==> config.mk <==
export PLATFORM = sky130hd
export DESIGN_NAME = draw_rect_drop_ctl
export DESIGN_NICKNAME = d
export VERILOG_FILES = /design/src/rtl/draw_rect_drop_ctl.sv
export SDC_FILE = /design/constraint.sdc
export NUM_CORES = 1
export LEC_CHECK = 0
export BUFFER_PORTS_ARGS = -buffer_cell sky130_fd_sc_hd__buf_2
export CAP_MARGIN = 20
export CORE_MARGIN = 2
export CORE_UTILIZATION = 60
export DETAILED_ROUTE_END_ITERATION = 10
export HOLD_SLACK_MARGIN = 0.05
export PLACE_DENSITY = 0.85
export REMOVE_ABC_BUFFERS = 1
export SYNTH_ARGS = -nofsm -noshare
export SYNTH_HDL_FRONTEND = slang
export SYNTH_SLANG_ARGS = --single-unit
==> constraint.sdc <==
create_clock -name clk50hz -period 4.5 [get_ports clk50hz]
set_clock_uncertainty 0.05 [all_clocks]
set_input_delay 0.675 -clock clk50hz [delete_from_list [all_inputs] [get_ports clk50hz]]
set_output_delay 0.675 -clock clk50hz [all_outputs]
set_load 0.1 [all_outputs]
==> src/rtl/draw_rect_drop_ctl.sv <==
// draw_rect_drop_ctl: tracks the mouse, drops the rectangle on a left click, bounces it on a floor and lets it rest
module draw_rect_drop_ctl #(
   parameter int W          = 12,
   parameter int VW         = 8,
   parameter int FLOOR_Y    = 536,
   parameter int GRAVITY    = 1,
   parameter int V_MAX      = 63,
   parameter int DAMP_SHIFT = 2,
   parameter int V_MIN      = 2,
   parameter int CNT_W      = 4
) (
   input  logic             clk50hz,
   input  logic             rst_n,
   input  logic             left,
   input  logic             rearm,
   input  logic [W-1:0]     xpos,
   input  logic [W-1:0]     ypos,
   output logic [W-1:0]     xpos_ctl,
   output logic [W-1:0]     ypos_ctl,
   output logic             at_rest,
   output logic [CNT_W-1:0] bounce_cnt
);
   localparam logic signed [W:0]  FLOOR_S = (W+1)'(FLOOR_Y);
   localparam logic [W-1:0]       FLOOR_U = W'(FLOOR_Y);
   localparam logic signed [VW:0] VMAX_S  = (VW+1)'(V_MAX);
   localparam logic signed [VW:0] GRAV_S  = (VW+1)'(GRAVITY);
   localparam logic [VW-1:0]      VMIN_U  = VW'(V_MIN);

   if (V_MAX > 2**(VW-1)-1) begin : g_vmax_chk
      $fatal(1, "V_MAX does not fit in the signed velocity register");
   end
   if (FLOOR_Y >= 2**W) begin : g_floor_chk
      $fatal(1, "FLOOR_Y does not fit in the position bus");
   end

   typedef enum logic [1:0] {FOLLOW, FALL, REST} state_t;

   state_t               state;
   logic                 left_q;
   logic                 click;
   logic signed [VW-1:0] vel;
   logic signed [W:0]    y_next;
   logic signed [VW:0]   v_inc;
   logic [VW-1:0]        v_reb;

   // click edge, next airborne position, gravity step and damped rebound speed
   always_comb begin
      click  = left & ~left_q;
      y_next = $signed({1'b0, ypos_ctl}) + $signed({{(W+1-VW){vel[VW-1]}}, vel});
      v_inc  = $signed({vel[VW-1], vel}) + GRAV_S;
      v_reb  = $unsigned(vel) - ($unsigned(vel) >> DAMP_SHIFT);
   end

   // frame-rate state machine: rearm beats click beats motion, all outputs registered
   always_ff @(posedge clk50hz or negedge rst_n) begin
      if (!rst_n) begin
         state      <= FOLLOW;
         left_q     <= 1'b0;
         vel        <= '0;
         xpos_ctl   <= '0;
         ypos_ctl   <= '0;
         at_rest    <= 1'b0;
         bounce_cnt <= '0;
      end else begin
         left_q <= left;
         if (rearm || state == FOLLOW) begin
            state    <= FOLLOW;
            xpos_ctl <= xpos;
            ypos_ctl <= ypos;
            at_rest  <= 1'b0;
            if (rearm) begin
               vel <= '0;
            end else if (click) begin
               vel        <= '0;
               bounce_cnt <= '0;
               if (ypos >= FLOOR_U) begin
                  ypos_ctl <= FLOOR_U;
                  state    <= REST;
                  at_rest  <= 1'b1;
               end else begin
                  state <= FALL;
               end
            end
         end else if (state == FALL) begin
            if (y_next >= FLOOR_S) begin
               ypos_ctl <= FLOOR_U;
               if (v_reb < VMIN_U) begin
                  vel     <= '0;
                  state   <= REST;
                  at_rest <= 1'b1;
               end else begin
                  vel        <= -$signed(v_reb);
                  bounce_cnt <= bounce_cnt + {{(CNT_W-1){1'b0}}, ~&bounce_cnt};
               end
            end else if (y_next[W]) begin
               ypos_ctl <= '0;
               vel      <= '0;
            end else begin
               ypos_ctl <= y_next[W-1:0];
               vel      <= v_inc > VMAX_S ? VMAX_S[VW-1:0] : v_inc[VW-1:0];
            end
         end
      end
   end
endmodule

== After elaboration in Yosys (flattened, before gate mapping) ==
Cells that the tools add are included.

* Register bits after elaboration: 40

* Magnitude comparators: 4
* Reductions and logical operators: 10
* $add $sub $neg: 5
* Bitwise gates (word level): 2
* Eq/ne operators: 5
* Multiplexer cells: 35

{| class="wikitable"
|+ Operators by type and width
! cell !! number
|-
| 2-to-1 mux 12 bit || 7
|-
| 2-to-1 mux 8 bit || 8
|-
| 2-to-1 mux 4 bit || 6
|-
| 2-to-1 mux 2 bit || 7
|-
| adder 13 x 8 -> 13 bit || 1
|-
| greater-or-equal comparator 13 x 11 -> 1 bit, second input constant || 1
|-
| greater-or-equal comparator 12 x 10 -> 1 bit, second input constant || 1
|-
| adder 8 x 2 -> 9 bit, second input constant || 1
|-
| greater-than comparator 9 x 7 -> 1 bit, second input constant || 1
|-
| less-than comparator 8 x 2 -> 1 bit, second input constant || 1
|-
| negator 8 bit || 1
|-
| subtractor 8 x 6 -> 8 bit || 1
|-
| 2-to-1 mux 1 bit || 7
|-
| inequality test 2 bit, second input constant || 3
|-
| nonzero test 2 bit || 3
|-
| AND reduction 5 bit || 1
|-
| adder 4 x 1 -> 4 bit || 1
|-
| AND reduction 4 bit || 1
|-
| inequality test 3 bit, second input constant || 1
|-
| AND reduction 3 bit || 1
|-
| equality test 2 x 1 -> 1 bit, second input constant || 1
|-
| logical NOT 2 bit || 1
|-
| AND reduction 2 bit || 1
|-
| bitwise AND 1 bit || 1
|-
| 3 further kinds || 3
|}

== Longest topological paths before layout ==
* Depth in word-level cells: 7
* Gate-level depth with buffers: 13
* Gate-level depth less buffers: 13

== Least setup slack after synthesis ==
OpenSTA, ideal clock, no wires.

* Path type: register to register
* Start: reg ypos_ctl[0]
* End: reg vel[0]
* Period minus slack after synthesis: 3.611 ns
* Cell stages (with the launch flop): 12
* Required time: 4.329 ns
* Buffers on the path: 0
* Library setup time: 0.121 ns
* Slack: 0.889 ns
* Data arrival time: 3.440 ns
* Cell sequence: dfrtp_1 -> ha_1 -> fa_1 -> nand3_1 -> a21oi_2 -> or3_4 -> a2111oi_4 -> nand4_1 -> a22oi_4 -> o221a_2 -> a21oi_1 -> a22o_1

* Cells in the longest elaborated chain, start to end: 5
* Elaborated cells between the ends (all ways): 6
* Classes of those cells: add/sub: 1; order compare: 1; mux: 4

{| class="wikitable"
|+ RTL lines
! what !! line !! RTL
|-
| start, declared || 19 || <nowiki>output logic [W-1:0] ypos_ctl,</nowiki>
|-
| start signal, assigned || 69 || <nowiki>ypos_ctl <= ypos;</nowiki>
|-
| start signal, assigned || 99 || <nowiki>ypos_ctl <= y_next[W-1:0];</nowiki>
|-
| adder 13 x 8 -> 13 bit (*) || 49 || <nowiki>y_next = $signed({1'b0, ypos_ctl}) + $signed({{(W+1-VW){vel[VW-1]}}, vel});</nowiki>
|-
| greater-or-equal comparator 13 x 11 -> 1 bit or 2-to-1 mux 8 bit (tied branches) || 85, 95 ||
|-
| 2-to-1 mux 8 bit (*) || 85 || <nowiki>if (y_next >= FLOOR_S) begin</nowiki>
|-
| 2-to-1 mux 8 bit (*) || 84 || <nowiki>end else if (state == FALL) begin</nowiki>
|-
| 2-to-1 mux 8 bit (*) || 66 || <nowiki>if (rearm || state == FOLLOW) begin</nowiki>
|-
| end signal, assigned || 92 || <nowiki>vel <= -$signed(v_reb);</nowiki>
|-
| end signal, assigned || 100 || <nowiki>vel <= v_inc > VMAX_S ? VMAX_S[VW-1:0] : v_inc[VW-1:0];</nowiki>
|-
| end, declared || 41 || <nowiki>logic signed [VW-1:0] vel;</nowiki>
|}

Mark *: on every way between the ends. The rest lies on a longest branch, timed or not. The select of a mux whose other input is x is not followed.
A chain may end at the register's enable or synchronous reset.

== Worst setup path after layout ==
* Start: reg vel[2]
* End: reg vel[2]

* Cells in the longest elaborated chain, start to end: 7
* Elaborated cells between the ends (all ways): 13
* Classes of those cells: add/sub: 4; order compare: 3; mux: 6

{| class="wikitable"
|+ RTL lines
! what !! line !! RTL
|-
| adder 8 x 2 -> 9 bit || 50 || <nowiki>v_inc = $signed({vel[VW-1], vel}) + GRAV_S;</nowiki>
|-
| greater-than comparator 9 x 7 -> 1 bit || 100 ||
|-
| 2-to-1 mux 8 bit || 100 ||
|-
| 2-to-1 mux 8 bit || 95 || <nowiki>end else if (y_next[W]) begin</nowiki>
|-
| 2-to-1 mux 8 bit (*) || 85 ||
|-
| 2-to-1 mux 8 bit (*) || 84 ||
|-
| 2-to-1 mux 8 bit (*) || 66 ||
|}

Marked as above.

==> qor.csv <==
metric,value,unit
status,completed,
drt_wl_total,8360,um
cts.clk_slew.worst_paths,80,ps
cts_hold_buf,0,
synth.distinct_cells,64,
cp-start-kind,flip-flop,
maxCapViolations,0,
viasPerCell,6.25,
power.density,326,nW/um2
finalCritPeriodShare,0.809,
met2_usage,0.481,
finalSetupViolations,0,
root_buffer,clkbuf_8,
finalSetupTns,0,ps
syn_to_final_growth,12.6,%
relSlewSlack,0.268,
dieArea,5890,um2
cts_buffers,5,
hpwl,6250,um
use_met1,0.387,
clock.fmax,275,MHz
drt-pass1-iter-count,6,
hold_class,reg2reg,
top_usage_layer,met2,
dr_total_vias,3054,
ys.flop_type,dfrtp_1,
worst_ep_required_time,4650,ps
cts_tree,done,
htreeDepth,2,
rsz0062_at_grt,false,
synth_edf_count,0,
drc,0,
dieWidth,76.7,um
stdcell_area,3570,um2
cts_setup_buffers,0,
use_met3,0.0506,
p_total,0.00116,W
first_global_vias,2829,
yosysSeqAreaShare,0.307,
grt_max_degree,40,
drt_iter0_drc,395,
cp-end-kind,flip-flop,
clockBufferDepth,2,
slew_viol_final,0,
antenna_found_initial,0,
hold_viol_final,0,
ys_ff_latch,39,
ir_worst_vdd,345,uV
nets,472,
synthCells,370,
worst_pin_slew,1100,ps
portBuffers,56,
cts_resized,0,
grt_overflow,0,
grt_pass1_wl,13800,um
yosysWarnings,0,
critPathKind,reg2reg,
fp.dieH,76.7,um
power_leakage,1.76,nW
gp_congestion,0.949,
dpl-instance-area,3470,um2
ant_nets,0,
synthArstFlopShare,1.00,
avgSynthCellArea,8.58,um2
syn-cell-area,3170,um2
period_minus_slack,3640,ps
clock-sinks,39,
start_util,0.622,
cp_max_fo,10,
clk_latency,300,ps
wl_per_cell,17.1,um
crit_arrival,3790,ps
antenna_cells,0,
core,5110,um2
num_rows,26,
drive_gt1_frac,0.217,
io_pins,57,
track_usage,0.289,
cell type report:
type                    instances  area, um2
multi-input cells             295       2040
fillers                       410       1530
flip-flops and latches         39        976
repair buffers                 57        288
well taps                      70       87.6
inverters                      21       78.8
clock buffers                   5       68.8
clock inverters                 2       37.5
sequential cells by signal, summed over array words and instances (netlist names):
name,cells
bounce_cnt,4
vel,8
left_q,1
ypos_ctl,12
xpos_ctl,12
state,1
at_rest,1
kinds of logic (layout without fill, tap and decap cells):
family,after synthesis,in the layout,share of synthesized area
adders and majority gates,25,25,0.103
and+or+nand+nor,141,141,0.215
buffers and inverters,36,85,0.0508
DFF,39,39,0.307
muxes,4,4,0.0130
AOI/OAI and AO/OA,106,106,0.254
xor gates and xnor gates,19,19,0.0568
where the power goes:
part           switching [W]  total, W  internal (W)  leakage [nW]
Clock               0.000133  0.000295      0.000162        0.0502
Sequential         0.0000283  0.000409      0.000381         0.489
Combinational       0.000361  0.000460     0.0000987          1.22
Total               0.000523   0.00116      0.000642          1.76
placed cells by master, fill, tap and decap left out, types with 3 or more instances in the layout:
cell / synthesis / routed
a211oi_1: 8 / 8
a21o_1: 11 / 11
a21oi_1: 19 / 19
a22o_1: 3 / 3
a22oi_1: 7 / 7
a311oi_1: 3 / 3
a31oi_1: 4 / 4
and3_1: 5 / 5
buf_2: 3 / 56
clkbuf_8: 0 / 5
dfrtp_1: 39 / 39
ha_1: 23 / 23
inv_1: 21 / 21
mux2i_1: 3 / 3
nand2_1: 70 / 70
nand2b_1: 7 / 7
nand3_1: 5 / 5
nand4_1: 8 / 8
nor2_1: 17 / 17
nor3_1: 8 / 8
nor4_1: 3 / 3
o211ai_1: 5 / 5
o21ai_0: 14 / 14
o21ai_1: 4 / 4
o21ai_2: 6 / 6
or2_2: 4 / 4
xnor2_1: 12 / 12
xor2_1: 6 / 6
worst max-delay path: stages, from the launching register on:
cell      delay [ps]
dfrtp_1          530
ha_1             240
inv_1             60
fa_1             410
a211oi_1         460
o21ba_2          270
a31oi_1           50
o311ai_1         370
nand4_1          190
or2_1            300
a211oi_1         340
a311oi_1         110
a21o_1           160
synthesized netlist by cell type (2+ instances only):
| cell | count | share of area |
|---|---|---|
| or2_2 | 4 | 0.0079 |
| a21oi_1 | 19 | 0.030 |
| a21oi_4 | 2 | 0.010 |
| clkbuf_1 | 9 | 0.011 |
| inv_1 | 21 | 0.025 |
| o21ai_2 | 6 | 0.017 |
| a211oi_1 | 8 | 0.019 |
| nor2b_1 | 2 | 0.0039 |
| nand2b_1 | 7 | 0.014 |
| nand3_1 | 5 | 0.0079 |
| nand2_1 | 70 | 0.083 |
| o211ai_1 | 5 | 0.012 |
| a31oi_1 | 4 | 0.0079 |
| o21ai_1 | 4 | 0.0063 |
| mux2i_1 | 3 | 0.0095 |
| nand4_1 | 8 | 0.016 |
| a22oi_1 | 7 | 0.017 |
| xnor2_1 | 12 | 0.033 |
| buf_2 | 3 | 0.0047 |
| nor4_1 | 3 | 0.0059 |
| a311oi_1 | 3 | 0.0083 |
| a22o_1 | 3 | 0.0083 |
| fa_1 | 2 | 0.013 |
| nor2_1 | 17 | 0.020 |
| o21ai_0 | 14 | 0.022 |
| and3_1 | 5 | 0.0099 |
| o311ai_1 | 2 | 0.0055 |
| dfrtp_1 | 39 | 0.31 |
| nor3_1 | 8 | 0.013 |
| or3_4 | 2 | 0.0071 |
| a21o_1 | 11 | 0.026 |
| buf_6 | 3 | 0.011 |
| xor2_1 | 6 | 0.017 |
| ha_1 | 23 | 0.091 |
routing by layer:
metal  wire length, um  vias to the layer above
met1              3480                     1397
met5                 0                        -
met2              3880                      195
met4               246                        0
li1                  -                     1428
met3               761                       34
per-stage QoR:
step	instances	util	hold WS (ps)	setup WS, ps
floorplan	355	-	329	888
global placement	482	0.679	397	1120
detailed placement	482	0.679	400	982
CTS	489	0.700	418	974
global route	489	0.700	445	635
finish	489	0.700	413	859
path summary, 6_finish.rpt:
kind	from	end	slack (ps)	depth (start not counted)
worst max-delay path	vel[2]$_DFFE_PN0P_	vel[2]$_DFFE_PN0P_	860	12
worst min-delay path	xpos_ctl[8]$_DFFE_PN0N_	xpos_ctl[8]$_DFFE_PN0N_	410	2
worst max register to register	vel[2]$_DFFE_PN0P_	vel[2]$_DFFE_PN0P_	860	12
worst min register to register	xpos_ctl[8]$_DFFE_PN0N_	xpos_ctl[8]$_DFFE_PN0N_	410	2
max in group asynchronous	rst_n	vel[4]$_DFFE_PN0P_	3400	1
min in group asynchronous	rst_n	bounce_cnt[0]$_DFFE_PN0P_	440	1
Note: power is estimated with default switching activity, not from simulation.
